==> config.mk <==
export PLATFORM = sky130hd
export DESIGN_NAME = fifo_ctrl_3port_flat
export DESIGN_NICKNAME = d
export VERILOG_FILES = /design/src/rtl/fifo_ctrl_pkg.sv /design/src/rtl/fifo_ctrl_3port_if.sv /design/src/rtl/fifo_ptr_ctr.sv /design/src/rtl/fifo_ctrl_3port.sv /design/src/flat_wrapper.sv
export SDC_FILE = /design/constraint.sdc
export NUM_CORES = 1
export LEC_CHECK = 0
export ABC_CLOCK_PERIOD_IN_PS = 1700
export CELL_PAD_IN_SITES_DETAIL_PLACEMENT = 2
export CELL_PAD_IN_SITES_GLOBAL_PLACEMENT = 2
export CORE_ASPECT_RATIO = 0.5
export CORE_MARGIN = 2
export CORE_UTILIZATION = 16
export CTS_BUF_LIST = sky130_fd_sc_hd__clkbuf_8
export DETAILED_ROUTE_END_ITERATION = 16
export PLACE_DENSITY_LB_ADDON = 0.08
export SYNTH_ARGS = -nofsm -noshare
export SYNTH_HDL_FRONTEND = slang
export SYNTH_SLANG_ARGS = --single-unit
==> constraint.sdc <==
create_clock -name clk -period 1.7 [get_ports clk]
set_input_delay 0.34 -clock clk [delete_from_list [all_inputs] [get_ports clk]]
set_output_delay 0.34 -clock clk [all_outputs]
set_load 0.02 [all_outputs]
==> src/rtl/fifo_ctrl_pkg.sv <==
// Shared widths, default sizing and reset constants for the 3-port FIFO controller.
package fifo_ctrl_pkg;

  localparam int unsigned FIFO_AW_DEF = 3;
  localparam int unsigned FIFO_DW_DEF = 8;

  typedef logic [FIFO_AW_DEF:0] ptr_t;
  typedef logic [FIFO_AW_DEF:0] cnt_t;

  localparam logic RST_EMPTY      = 1'b1;
  localparam logic RST_FULL       = 1'b0;
  localparam logic RST_PEEK_VALID = 1'b0;

  function automatic int unsigned ptr_width(input int unsigned aw);
    return aw + 1;
  endfunction

  function automatic int unsigned fifo_depth(input int unsigned aw);
    return 1 << aw;
  endfunction

endpackage

==> src/rtl/fifo_ctrl_3port_if.sv <==
// Push/pop valid-ready stream bundle between producer/consumer (master) and FIFO (slave).
interface fifo_ctrl_3port_if
  import fifo_ctrl_pkg::*;
#(
  parameter int unsigned DATA_WIDTH = FIFO_DW_DEF
);
  logic                  push_valid;
  logic                  push_ready;
  logic [DATA_WIDTH-1:0] push_data;
  logic                  pop_valid;
  logic                  pop_ready;
  logic [DATA_WIDTH-1:0] pop_data;

  modport master (
    output push_valid, push_data, pop_ready,
    input  push_ready, pop_valid, pop_data
  );

  modport slave (
    input  push_valid, push_data, pop_ready,
    output push_ready, pop_valid, pop_data
  );
endinterface

==> src/rtl/fifo_ptr_ctr.sv <==
// Wrapping FIFO pointer: low bits address the RAM, MSB is the lap bit; clr beats inc.
module fifo_ptr_ctr
  import fifo_ctrl_pkg::*;
#(
  parameter int unsigned W = ptr_width(FIFO_AW_DEF)
) (
  input  logic         clk,
  input  logic         rst_n,
  input  logic         inc,
  input  logic         clr,
  output logic [W-1:0] ptr
);

  logic [W-1:0] r_ptr;

  always_ff @(posedge clk or negedge rst_n) begin
    if (!rst_n) begin
      r_ptr <= '0;
    end else if (clr) begin
      r_ptr <= '0;
    end else if (inc) begin
      r_ptr <= r_ptr + 1'b1;
    end
  end

  assign ptr = r_ptr;

endmodule

==> src/rtl/fifo_ctrl_3port.sv <==
// FIFO controller around a 3-port RAM (sync write, async head read, sync peek read).
// Optional random-access peek path is built when PEEK_EN is defined.
module fifo_ctrl_3port
  import fifo_ctrl_pkg::*;
#(
  parameter int unsigned ADDR_WIDTH = FIFO_AW_DEF,
  parameter int unsigned DATA_WIDTH = FIFO_DW_DEF
) (
  input  logic                  clk,
  input  logic                  rst_n,
  input  logic                  flush,
  fifo_ctrl_3port_if.slave      s,
  output logic [ADDR_WIDTH:0]   count,
  output logic                  full,
  output logic                  empty,
  output logic [ADDR_WIDTH-1:0] ram_w_addr,
  output logic [DATA_WIDTH-1:0] ram_w_data,
  output logic                  ram_we,
  output logic [ADDR_WIDTH-1:0] ram_r_addr0,
  input  logic [DATA_WIDTH-1:0] ram_r_data0,
  output logic [ADDR_WIDTH-1:0] ram_r_addr1,
  input  logic [DATA_WIDTH-1:0] ram_r_data1
`ifdef PEEK_EN
  ,
  input  logic                  peek_req,
  input  logic [ADDR_WIDTH-1:0] peek_idx,
  output logic                  peek_valid,
  output logic [DATA_WIDTH-1:0] peek_data
`endif
);

  localparam int unsigned PW = ptr_width(ADDR_WIDTH);

  logic [PW-1:0] w_wr_ptr;
  logic [PW-1:0] w_rd_ptr;
  logic          w_full;
  logic          w_empty;
  logic          w_push_fire;
  logic          w_pop_fire;

  assign w_empty = (w_wr_ptr == w_rd_ptr);
  assign w_full  = (w_wr_ptr[ADDR_WIDTH-1:0] == w_rd_ptr[ADDR_WIDTH-1:0]) &&
                   (w_wr_ptr[ADDR_WIDTH] != w_rd_ptr[ADDR_WIDTH]);

  // push_ready ignores pop_ready: a full FIFO never passes a word through.
  assign s.push_ready = !w_full;
  assign s.pop_valid  = !w_empty;
  assign s.pop_data   = ram_r_data0;

  assign w_push_fire = s.push_valid && !w_full  && !flush;
  assign w_pop_fire  = s.pop_ready  && !w_empty && !flush;

  assign full  = w_full;
  assign empty = w_empty;
  assign count = w_wr_ptr - w_rd_ptr;

  assign ram_we      = w_push_fire;
  assign ram_w_addr  = w_wr_ptr[ADDR_WIDTH-1:0];
  assign ram_w_data  = s.push_data;
  assign ram_r_addr0 = w_rd_ptr[ADDR_WIDTH-1:0];

  fifo_ptr_ctr #(.W(PW)) u_wr_ptr (
    .clk   (clk),
    .rst_n (rst_n),
    .inc   (w_push_fire),
    .clr   (flush),
    .ptr   (w_wr_ptr)
  );

  fifo_ptr_ctr #(.W(PW)) u_rd_ptr (
    .clk   (clk),
    .rst_n (rst_n),
    .inc   (w_pop_fire),
    .clr   (flush),
    .ptr   (w_rd_ptr)
  );

`ifdef PEEK_EN
  logic                  r_peek_valid;
  logic [ADDR_WIDTH-1:0] w_peek_addr;
  logic                  w_peek_in_range;

  assign w_peek_addr     = w_rd_ptr[ADDR_WIDTH-1:0] + peek_idx;
  assign w_peek_in_range = ({1'b0, peek_idx} < count);
  assign ram_r_addr1     = w_peek_addr;

  always_ff @(posedge clk or negedge rst_n) begin
    if (!rst_n) begin
      r_peek_valid <= RST_PEEK_VALID;
    end else begin
      r_peek_valid <= peek_req && w_peek_in_range;
    end
  end

  assign peek_valid = r_peek_valid;
  assign peek_data  = r_peek_valid ? ram_r_data1 : '0;
`else
  logic w_unused_rdata1;

  assign ram_r_addr1     = '0;
  assign w_unused_rdata1 = ^ram_r_data1;
`endif

endmodule

==> src/flat_wrapper.sv <==
// flat-port wrapper written by rule: the top's interface ports become plain ports
module fifo_ctrl_3port_flat import fifo_ctrl_pkg::*;
#(
  parameter int unsigned ADDR_WIDTH = FIFO_AW_DEF,
  parameter int unsigned DATA_WIDTH = FIFO_DW_DEF
)
  (clk, rst_n, flush, count, full, empty, ram_w_addr, ram_w_data, ram_we, ram_r_addr0, ram_r_data0, ram_r_addr1, ram_r_data1, s_push_valid, s_push_data, s_pop_ready, s_push_ready, s_pop_valid, s_pop_data);
  fifo_ctrl_3port_if #(.DATA_WIDTH(DATA_WIDTH)) s_i ();
  input  logic clk;
  input  logic rst_n;
  input  logic flush;
  output logic [ADDR_WIDTH:0] count;
  output logic full;
  output logic empty;
  output logic [ADDR_WIDTH-1:0] ram_w_addr;
  output logic [DATA_WIDTH-1:0] ram_w_data;
  output logic ram_we;
  output logic [ADDR_WIDTH-1:0] ram_r_addr0;
  input  logic [DATA_WIDTH-1:0] ram_r_data0;
  output logic [ADDR_WIDTH-1:0] ram_r_addr1;
  input  logic [DATA_WIDTH-1:0] ram_r_data1;
  input wire logic [$bits(s_i.push_valid)-1:0] s_push_valid;
  input wire logic [$bits(s_i.push_data)-1:0] s_push_data;
  input wire logic [$bits(s_i.pop_ready)-1:0] s_pop_ready;
  output wire logic [$bits(s_i.push_ready)-1:0] s_push_ready;
  output wire logic [$bits(s_i.pop_valid)-1:0] s_pop_valid;
  output wire logic [$bits(s_i.pop_data)-1:0] s_pop_data;
  assign s_i.push_valid = s_push_valid;
  assign s_i.push_data = s_push_data;
  assign s_i.pop_ready = s_pop_ready;
  assign s_push_ready = s_i.push_ready;
  assign s_pop_valid = s_i.pop_valid;
  assign s_pop_data = s_i.pop_data;
  fifo_ctrl_3port #(.ADDR_WIDTH(ADDR_WIDTH), .DATA_WIDTH(DATA_WIDTH)) u_core (.clk(clk), .rst_n(rst_n), .flush(flush), .s(s_i), .count(count), .full(full), .empty(empty), .ram_w_addr(ram_w_addr), .ram_w_data(ram_w_data), .ram_we(ram_we), .ram_r_addr0(ram_r_addr0), .ram_r_data0(ram_r_data0), .ram_r_addr1(ram_r_addr1), .ram_r_data1(ram_r_data1));
endmodule
After elaboration in Yosys (flattened, before gate mapping) --
Cells that the tools add are included.
Cells by class: reduce and logical (&&, ||, !) cells 10, muxes and demuxes 4, add/sub/neg operators 3, equality and inequality tests 3
Operators by type and width (count):
- $mux W4 | 4
- $add A4 B1 Y4 const B | 2
- $logic_and A1 B1 Y1 | 5
- $eq A4 B4 Y1 | 1
- $reduce_bool A2 Y1 | 2
- $sub A4 B4 Y4 | 1
- $eq A3 B3 Y1 | 1
- $logic_not A1 Y1 | 3
- $ne A1 B1 Y1 | 1
Storage, ports and cells: word-level logic and storage cells 22, output and inout port bits 34, input port bits 29, register bits 8

Depth between registers and ports, before layout --
Gate-level depths: netlist of the first run.
depth in word-level cells 7, gate-level depth with buffers 6

Cells and area by module --
From an unflattened synthesis of the first run, not the netlist that was laid out.
Second synthesis, totals: cell total of the unflattened synthesis 75, area total of the unflattened synthesis 713.2 µm²
Modules (own cells, without submodules):
- fifo_ptr_ctr | cells an instance 16, instances 2, area an instance 192.7 µm²
- fifo_ctrl_3port | cells an instance 43, instances 1, area an instance 327.8 µm²

Worst setup path after synthesis of the first run --
Ideal clock, no wire load.
kind register to output, start point register u_core.u_wr_ptr.r_ptr[0] (netlist: u_core.u_wr_ptr.ptr[0]), end point output count[2], cell stages (with the launch flop) 5, arrival time 1422 ps, buffers on the path 0, data required time 1360 ps, path slack -62 ps, cells stage by stage dfrtp_1 > inv_1 > ha_1 > fa_1 > xnor2_1
On the way: longest elaborated chain between the ends 1
RTL lines:
- start, declared | line fifo_ptr_ctr.sv:14 | logic [W-1:0] r_ptr;
- start signal, assigned | line fifo_ptr_ctr.sv:22 | r_ptr <= r_ptr + 1'b1;
- $sub A4 B4 Y4 | line fifo_ctrl_3port.sv:55 | assign count = w_wr_ptr - w_rd_ptr;
- end, declared | line flat_wrapper.sv:12 | output logic [ADDR_WIDTH:0] count;
Every way passes these cells.

Final worst setup path of the first run --
start point register u_core.u_rd_ptr.r_ptr[0] (netlist: u_core.u_rd_ptr.ptr[0]), end point output count[1]
On the way: longest elaborated chain between the ends 1
RTL lines (line):
- start, declared | fifo_ptr_ctr.sv:14
- start signal, assigned | fifo_ptr_ctr.sv:22
- $sub A4 B4 Y4 | fifo_ctrl_3port.sv:55
Every way passes these cells.

==> results by stage, run 1 <==
CTS:
- The clock buffer count from CTS is 3.
- The TritonCTS clock tree is done.
- Clock latency on the worst-skew pair, taken at its later pin, is 0.22 ns.
- The number of sinks driven by the clock tree is 8.
- Clock-pin slew was measured on the worst setup and hold paths at 0.04 ns.
- The clock passes through at most 2 buffers.
- The count of H-tree levels built during CTS is 1.
- The tree is rooted in a sky130_fd_sc_hd__clkbuf_8.

Floorplan:
- The vertical die dimension is ~53 um.
- The floorplan has 17 rows.
- The effective utilization at floorplan is between 10% and 20%.
- The die covers around 5300 um^2.
- The number of top-level pins is between 60 and 70.
- The floorplan step set the die width to approximately 100 um.
- The floorplan step defined a core boundary enclosing approximately 4500 um^2.

Timing:
- Setup repair after global routing could not meet its margin everywhere.
- The least setup slack across all paths after layout is -0.121 ns.
- The clock period minus final worst setup slack is 1.82 ns.
- The final count of pins violating max slew was 0.
- Between clock sinks in the finished design, the worst skew comes to just under 0.005 ns.
- The final critical path takes up 107% of the cycle.
- The hold violation count in the final report is 0.
- Setup violations remaining at the end of the flow were counted as 8.
- Derived from the worst setup path, the maximum achievable clock frequency is approximately 0.55 GHz.
- The final sum of negative setup slack is -0.561 ns.

Setup path:
- In this run the worst path has a maximum fanout of 2.
- The reg-to-reg endpoint is u_core.u_wr_ptr.ptr[3]$_DFFE_PN0P_.
- STA classifies the critical path endpoint as an output pin.
- The largest single stage delay on the critical path is approximately 0.52 ns.
- The startpoint identified for the worst register-to-register timing path is u_core.u_rd_ptr.ptr[2]$_DFFE_PN0P_.
- At the worst endpoint, the required time is 1.36 ns.
- The register-to-register setup slack is 0.08 ns.
- The slowest stage of the critical path is the sky130_fd_sc_hd__fa_2 cell.
- Data on the critical path arrives at its endpoint at 1.48 ns.
- The depth of the worst register-to-register path is 8.
- The most critical setup path has its startpoint at u_core.u_rd_ptr.ptr[0]$_DFFE_PN0P_.
- Traced cell by cell, the critical path runs through ha_4 > fa_2 > inv_2 > buf_6.
- The sum of buffers and inverters on the critical path is 2.
- The kind of cell with the highest combined delay on the critical path is adder cells.
- The type of the setup path with the least slack is flop to output pin.
- STA classifies the critical path startpoint as a flop.

Run status:
- The final reports fail on negative setup slack.
- The run finished, with violations left.

Yosys:
- The synthesized netlist cell count is 85.
- The netlist uses 21 different library cells.
- The flop and latch count out of synthesis is 8.
- The synthesized netlist occupies a cell area of 754 um^2.
- The sequential cell area fraction in the yosys report is 26.5%.
- The Yosys step of the flow raised 0 warnings.
- A synthesized cell averages around 9 um^2.

Routing:
- The iteration-0 DRC count of the detailed router is 6.
- The total length of routed wires is 2250 um.
- Summing over every cut layer, the via total after detailed routing is around 600.
- The number of routed nets with antenna violations is 0.
- The detail-routed via count per cell is around 3.7.
- The first TritonRoute pass finished after 2 iterations.
- The routed wirelength normalized by instance count is between 10 and 15 um.
- The post-detailed-route DRC marker count is 0.

Cells and area:
- At the end of the flow the core is filled with cells to about a quarter.
- The antenna cell count is 0.
- In the final layout, the share of cells above drive strength 1 is 54.6%.
- Relative to the synthesized area, the layout overhead comes to 52.7%.
- The net count of the finished layout is approximately 150.

Placement:
- The count of buffers added on input and output ports is 19.
- The HPWL reported at the end of detailed placement is 1800 um.
- The congestion estimate from routability-driven global placement came to ~0.76.

Power and ir drop:
- The peak supply drop is around 0.00027 V.
- The power per cell area is around 1000 nW/um^2.
- Total power for the finished layout comes to approximately 1.2 mW.
- The leakage power is 0.581 nW.

Hold path:
- The min-delay analysis places its worst path in the category primary input to async pin.

GRT:
- The final global-route overflow total is 0.
- The via count of the first global-routing pass is approximately 680.
- Entering global routing, the biggest net connects 9 pins.
- The first-pass GRT wire length is about 3600 um.
- The global-route total usage across every layer is 9.28%.
- The number of antenna violations at the first check in global routing is 0.

Flow run:
- The max-capacitance violation count is 0.
==> cells by family after synthesis <==
kind of cell / after synthesis / share of synthesized area, %
buffers and inverters: 35 / 29.8
and+or+nand+nor: 15 / 8.62
xor gates and xnor gates: 10 / 12.6
AOI/OAI and AO/OA: 8 / 8.29
DFF: 8 / 26.5
adders and majority gates: 6 / 10.9
muxes: 2 / 2.65
other: 1 / 0.497
==> worst register-to-register path: stages (launching register included) <==
cell                      delay [ns]
sky130_fd_sc_hd__dfrtp_1        0.38
sky130_fd_sc_hd__inv_2          0.09
sky130_fd_sc_hd__ha_4           0.23
sky130_fd_sc_hd__and3_4         0.18
sky130_fd_sc_hd__buf_4          0.14
sky130_fd_sc_hd__buf_4          0.13
sky130_fd_sc_hd__a21oi_2        0.15
sky130_fd_sc_hd__xnor2_1        0.14
sky130_fd_sc_hd__nor2_1         0.06
==> per-layer routing <==
layer	GRT usage [%]	routed length (um)	part of all wire, %	vias up
li1	-	-	-	288
met1	11.9	1110	49	291
met2	14.7	1020	45	19
met3	2.13	109	4.8	6
met4	4.73	14	0.62	0
met5	0	0	0	-
==> layout by cell type (no fill, tap or decap), drive strengths merged <==
| cell type | count |
|---|---|
| conb | 3 |
| xor2 | 3 |
| a21o | 1 |
| fa | 1 |
| nor2 | 9 |
| dlymetal6s2s | 1 |
| dlygate4sd2 | 4 |
| xnor2 | 7 |
| clkbuf | 3 |
| clkdlybuf4s50 | 5 |
| nand2 | 2 |
| o211ai | 2 |
| a21oi | 3 |
| nand4 | 2 |
| nand3 | 1 |
| buf | 34 |
| and3 | 1 |
| ha | 5 |
| mux2i | 2 |
| inv | 9 |
| o21ai | 2 |
| dfrtp | 8 |
==> Yosys cell counts <==
master	instances	area share [%]
sky130_fd_sc_hd__a21o_1	1	1.0
sky130_fd_sc_hd__a21oi_1	3	2.0
sky130_fd_sc_hd__and3_1	1	0.83
sky130_fd_sc_hd__buf_1	1	0.50
sky130_fd_sc_hd__buf_4	25	25
sky130_fd_sc_hd__conb_1	1	0.50
sky130_fd_sc_hd__dfrtp_1	8	27
sky130_fd_sc_hd__fa_1	1	2.7
sky130_fd_sc_hd__ha_1	5	8.3
sky130_fd_sc_hd__inv_1	9	4.5
sky130_fd_sc_hd__mux2i_1	2	2.7
sky130_fd_sc_hd__nand2_1	2	1.0
sky130_fd_sc_hd__nand3_1	1	0.66
sky130_fd_sc_hd__nand4_1	2	1.7
sky130_fd_sc_hd__nor2_1	9	4.5
sky130_fd_sc_hd__o211ai_1	2	2.0
sky130_fd_sc_hd__o21ai_2	1	1.2
sky130_fd_sc_hd__o21ai_4	1	2.2
sky130_fd_sc_hd__xnor2_1	6	7.0
sky130_fd_sc_hd__xnor2_2	1	2.2
sky130_fd_sc_hd__xor2_1	3	3.5
==> per-stage QoR <==
| step | instances | hold WS (ns) | worst slack, ns | instance area, um^2 |
|---|---|---|---|---|
| CTS | 163 | 0.428 | -0.135 | 1120 |
| global placement | 156 | 0.615 | -0.429 | 982 |
| floorplan | 87 | 0.0444 | 0.0196 | 769 |
| finish | 165 | 0.417 | -0.121 | 1150 |
| global route | 165 | 0.436 | -0.190 | 1150 |
| detailed placement | 156 | 0.636 | -0.487 | 982 |
==> area by class of cell <==
type	count	area (um^2)
clock buffer	3	41.3
fill	516	3310
inverter	9	33.8
multi-input combinational	44	428
sequential	8	201
tap	57	71.3
timing repair buffer	44	377
==> repair_timing <==
action,CTS,global route
hold buffers,0,0
endpoints found under the setup margin,13,13
pin swaps,8,1
buffers inserted,4,2
resized for setup,71,8
==> registers in the layout, summed over array words and instances, names as in the netlist <==
signal               cells
u_core.u_wr_ptr.ptr      4
u_core.u_rd_ptr.ptr      4
==> power breakdown <==
group | internal, mW | leakage [nW] | switching (mW) | total (mW)
logic | 0.360 | 0.451 | 0.349 | 0.709
clock network | 0.153 | 0.0216 | 0.0711 | 0.224
registers | 0.206 | 0.108 | 0.0151 | 0.221
total | 0.719 | 0.581 | 0.436 | 1.15
==> worst max path at each step <==
stage / end / cells after the start
floorplan: empty / 4
global placement: count[2] / 5
detailed placement: count[3] / 5
CTS: count[3] / 6
global route: count[3] / 7
finish: count[1] / 4
(Power assumes the default switching activity.)
==> run 2: changes to the inputs <==
--- a/config.mk
+++ b/config.mk
@@ -6,6 +6,7 @@
 export NUM_CORES = 1
 export LEC_CHECK = 0
 export ABC_CLOCK_PERIOD_IN_PS = 1700
+export CAP_MARGIN = 0
 export CELL_PAD_IN_SITES_DETAIL_PLACEMENT = 2
 export CELL_PAD_IN_SITES_GLOBAL_PLACEMENT = 2
 export CORE_ASPECT_RATIO = 0.5
==> results of run 2 <==
No change in the layout: final DEF, timing and power equal those of run 1.
==> run 3: changes to the inputs <==
--- a/config.mk
+++ b/config.mk
@@ -9,10 +9,8 @@
 export CAP_MARGIN = 0
 export CELL_PAD_IN_SITES_DETAIL_PLACEMENT = 2
 export CELL_PAD_IN_SITES_GLOBAL_PLACEMENT = 2
-export CORE_ASPECT_RATIO = 0.5
 export CORE_MARGIN = 2
 export CORE_UTILIZATION = 16
-export CTS_BUF_LIST = sky130_fd_sc_hd__clkbuf_8
 export DETAILED_ROUTE_END_ITERATION = 16
 export PLACE_DENSITY_LB_ADDON = 0.08
 export SYNTH_ARGS = -nofsm -noshare
==> run 3 against run 2 <==
The run still ends with negative setup slack left. Sequential power hardly changed. Worst hold slack gained 0.014 ns. Largest power group unchanged. Clock skew down 0.0022 ns. Highest routed layer unchanged. Critical path type unchanged. Critical path depth rose by 2. Largest cell class unchanged. Register-to-register slack improved by 0.07 ns. Maximum frequency about the same. First-iteration DRC count increased by 17%. Clock power is 4% higher.
==> results by stage, run 3 (synthesis results as in run 1) <==
Timing:
- The upper clock frequency limit is 0.549 GHz (about the same).
- The least setup slack across all paths after layout came to -0.123 ns (-0.00137 ns).
- The count of final setup violators is 8 (unchanged).
- The final count of pins violating max slew was 0 (unchanged).
- The minimum hold slack is 0.431 ns (+0.0137 ns).
- The clock tree skew after final layout is 0.00262 ns (-0.00224 ns).
- The clock period minus final worst setup slack is 1.82 ns (+0.00137 ns).
- The share of the clock period used by the worst path after layout is 107% (about the same).
- Setup repair after global routing could not meet its margin everywhere.
- The hold violation count in the final report is 0 (unchanged).

Routing:
- The number of routed nets with antenna violations is 0 (unchanged).
- The total via count after detailed routing was 604 (unchanged).
- The post-detailed-route DRC marker count came to 0 (unchanged).
- The iteration-0 DRC count of the detailed router is 7 (+1).
- The routed wirelength normalized by instance count was 13.6 um (-0.41%).
- The first-pass iteration count of the detailed router is 3 (+1).
- The total length of routed wires is 2140 um (-5.2%).
- The detail-routed via count per cell is 3.85 (+5.1%).

CTS:
- The insertion delay to the later sink of the worst-skew pair is 0.23 ns (about the same).
- The post-cts hold buffer count came to 0 (unchanged).
- The number of sinks driven by the clock tree is 8 (unchanged).
- The count of H-tree levels built during CTS is 1 (unchanged).
- The cell at the root of the clock tree is sky130_fd_sc_hd__clkbuf_8.
- The clock buffer count from CTS came to 3 (unchanged).
- TritonCTS built the clock tree.
- The maximum buffer depth of the clock tree is 2 (unchanged).
- The clock transition at the register clock pins on the worst setup and hold paths after CTS is 0.04 ns (about the same).

Power and ir drop:
- The power per cell area is 984 nW/um^2 (-1.8%).
- The leakage power is 0.595 nW (+2.5%).
- The peak supply drop is 0.000195 V (-29%).

Cells and area:
- The net count of the finished layout is 142 (-2.1%).
- The proportion of layout cells with a drive suffix above 1 is 50.5% (-4.2 points).
- The area overhead of the layout relative to synthesis is 46.3%.
- The antenna cell count is 0 (unchanged).
- The post-route cell area came to 1100 um^2 (-4.2%).
- The most common cell after layout, fill and taps aside is sky130_fd_sc_hd__buf_4.
- The final standard cell count with taps included and fillers excluded is 157 (-4.8%).
- The end-of-flow core utilization is 24.8% (-0.97 points).
- The library cells used most frequently in the layout, excluding fill and tap cells, are sky130_fd_sc_hd__buf_4 (24), sky130_fd_sc_hd__nor2_1 (9), sky130_fd_sc_hd__dfrtp_1 (8), sky130_fd_sc_hd__inv_2 (6).

Floorplan:
- The effective utilization at floorplan is 17.0% (+0.086 points).
- The number of placement rows is 24 (+7).
- The width of the chip came to 72.7 um (-28%).
- The vertical die dimension was 72.7 um (+38%).
- The placeable core area was 4440 um^2 (-0.50%).
- The number of top-level pins is 63 (unchanged).
- The die area is 5280 um^2 (-0.62%).

GRT:
- The number of antenna violations at the first check in global routing is 0 (unchanged).
- The maximum number of pins on one net before global-route repair is 9 (unchanged).
- The first-pass GRT wire length is 3440 um (-4.0%).
- The global-route total usage across every layer is 8.96% (-0.32 points).
- The final global-route overflow total is 0 (unchanged).
- The via count of the first global-routing pass is 667 (-1.5%).

Setup path:
- The critical path launch point type is a flop.
- The worst setup path is captured at an output pin.
- The required time of the critical path is 1.36 ns (about the same).
- The worst setup path is of the flop to output pin kind.
- The largest driver fanout on the critical path is 3 (+1).
- The worst endpoint data arrival time is 1.48 ns (about the same).

Hold path:
- The path class of the tightest hold or removal check is primary input to async pin.

Placement:
- The number of buffers added on ports is 19 (unchanged).
- The routability-driven placement congestion ratio is 0.631 (-17%).
- The placement-stage cell area came to 968 um^2 (-1.4%).
- The HPWL reported at the end of detailed placement is 1760 um (-2.4%).
- The count of placed standard cells including taps is 150 (-3.8%).

Flow run:
- The max-capacitance violation count was 0 (unchanged).

Run status:
- The run finished, with violations left.
- The checks that failed: negative setup slack.
[run 3: changes by cell type in the layout (fill, tap and decap cells not counted)]
cell | before | now
sky130_fd_sc_hd__a21oi_1 | 0 | 2
sky130_fd_sc_hd__a21oi_2 | 3 | 1
sky130_fd_sc_hd__buf_4 | 26 | 24
sky130_fd_sc_hd__buf_6 | 7 | 5
sky130_fd_sc_hd__dlymetal6s2s_1 | 1 | 3
sky130_fd_sc_hd__clkbuf_2 | 0 | 1
sky130_fd_sc_hd__clkdlybuf4s50_1 | 5 | 4
sky130_fd_sc_hd__dfrtp_1 | 7 | 8
sky130_fd_sc_hd__dfrtp_2 | 1 | 0
sky130_fd_sc_hd__dlygate4sd2_1 | 4 | 3
sky130_fd_sc_hd__nand3_2 | 0 | 1
sky130_fd_sc_hd__nand3_4 | 1 | 0
[run 3: power breakdown]
group          total, mW  switching [mW]  internal, mW
Sequential         0.219          0.0135         0.206
Combinational      0.635           0.322         0.312
Clock              0.232          0.0780         0.154
[run 3: metrics by stage]
step,setup slack (ns),power [mW],TNS [ns]
4_1_cts,-0.145,1.12,-0.640
2_1_floorplan,0.0196,0.581,0
6_report,-0.123,1.09,-0.457
5_1_grt,-0.202,1.16,-0.957
3_5_place_dp,-0.449,0.798,-3.28
3_3_place_gp,-0.419,0.795,-3.13
[run 3: final cells by class]
type	count	area (um^2)
Clock buffer	3	41.3
Inverter	9	33.8
Multi-Input combinational cell	44	413
Tap cell	52	65.1
Sequential cell	8	200
Timing Repair Buffer	41	350
Fill cell	523	3340
[run 3: per-layer routing]
metal  vias up  part of all wire (%)  GRT usage [%]
met4         0                   2.2           6.17
met5         -                     0              0
li1        280                     -              -
met3         8                   4.8           1.66
met1       298                    39           10.3
met2        18                    54           14.9
[run 3: what timing repair did]
| item | 4_1_cts | 5_1_grt |
|---|---|---|
| pin swaps | 8 | 1 |
| gates resized for setup | 69 | 4 |
| setup endpoints to repair | 10 | 10 |
| setup buffers | 1 | 3 |
[run 3: worst paths after layout]
kind | from | endpoint | slack, ns | depth (start not counted)
hold reg to reg | u_core.u_rd_ptr.ptr[3]$_DFFE_PN0P_ | u_core.u_rd_ptr.ptr[3]$_DFFE_PN0P_ | 0.65 | 2
setup / recovery | u_core.u_rd_ptr.ptr[1]$_DFFE_PN0P_ | count[3] | -0.12 | 6
min in group clk | u_core.u_rd_ptr.ptr[3]$_DFFE_PN0P_ | u_core.u_rd_ptr.ptr[3]$_DFFE_PN0P_ | 0.65 | 2
max in group asynchronous | rst_n | u_core.u_rd_ptr.ptr[0]$_DFFE_PN0P_ | 0.95 | 1
setup reg to reg | u_core.u_wr_ptr.ptr[2]$_DFFE_PN0P_ | u_core.u_rd_ptr.ptr[1]$_DFFE_PN0P_ | 0.15 | 6
hold / removal | rst_n | u_core.u_wr_ptr.ptr[3]$_DFFE_PN0P_ | 0.43 | 1
[run 3: worst max-delay path, stage by stage (launching register included)]
cell and delay (ns):
sky130_fd_sc_hd__dfrtp_1 0.39, sky130_fd_sc_hd__inv_2 0.09, sky130_fd_sc_hd__ha_4 0.21, sky130_fd_sc_hd__a21o_1 0.16
sky130_fd_sc_hd__a21oi_2 0.13, sky130_fd_sc_hd__xnor2_1 0.12, sky130_fd_sc_hd__buf_4 0.16
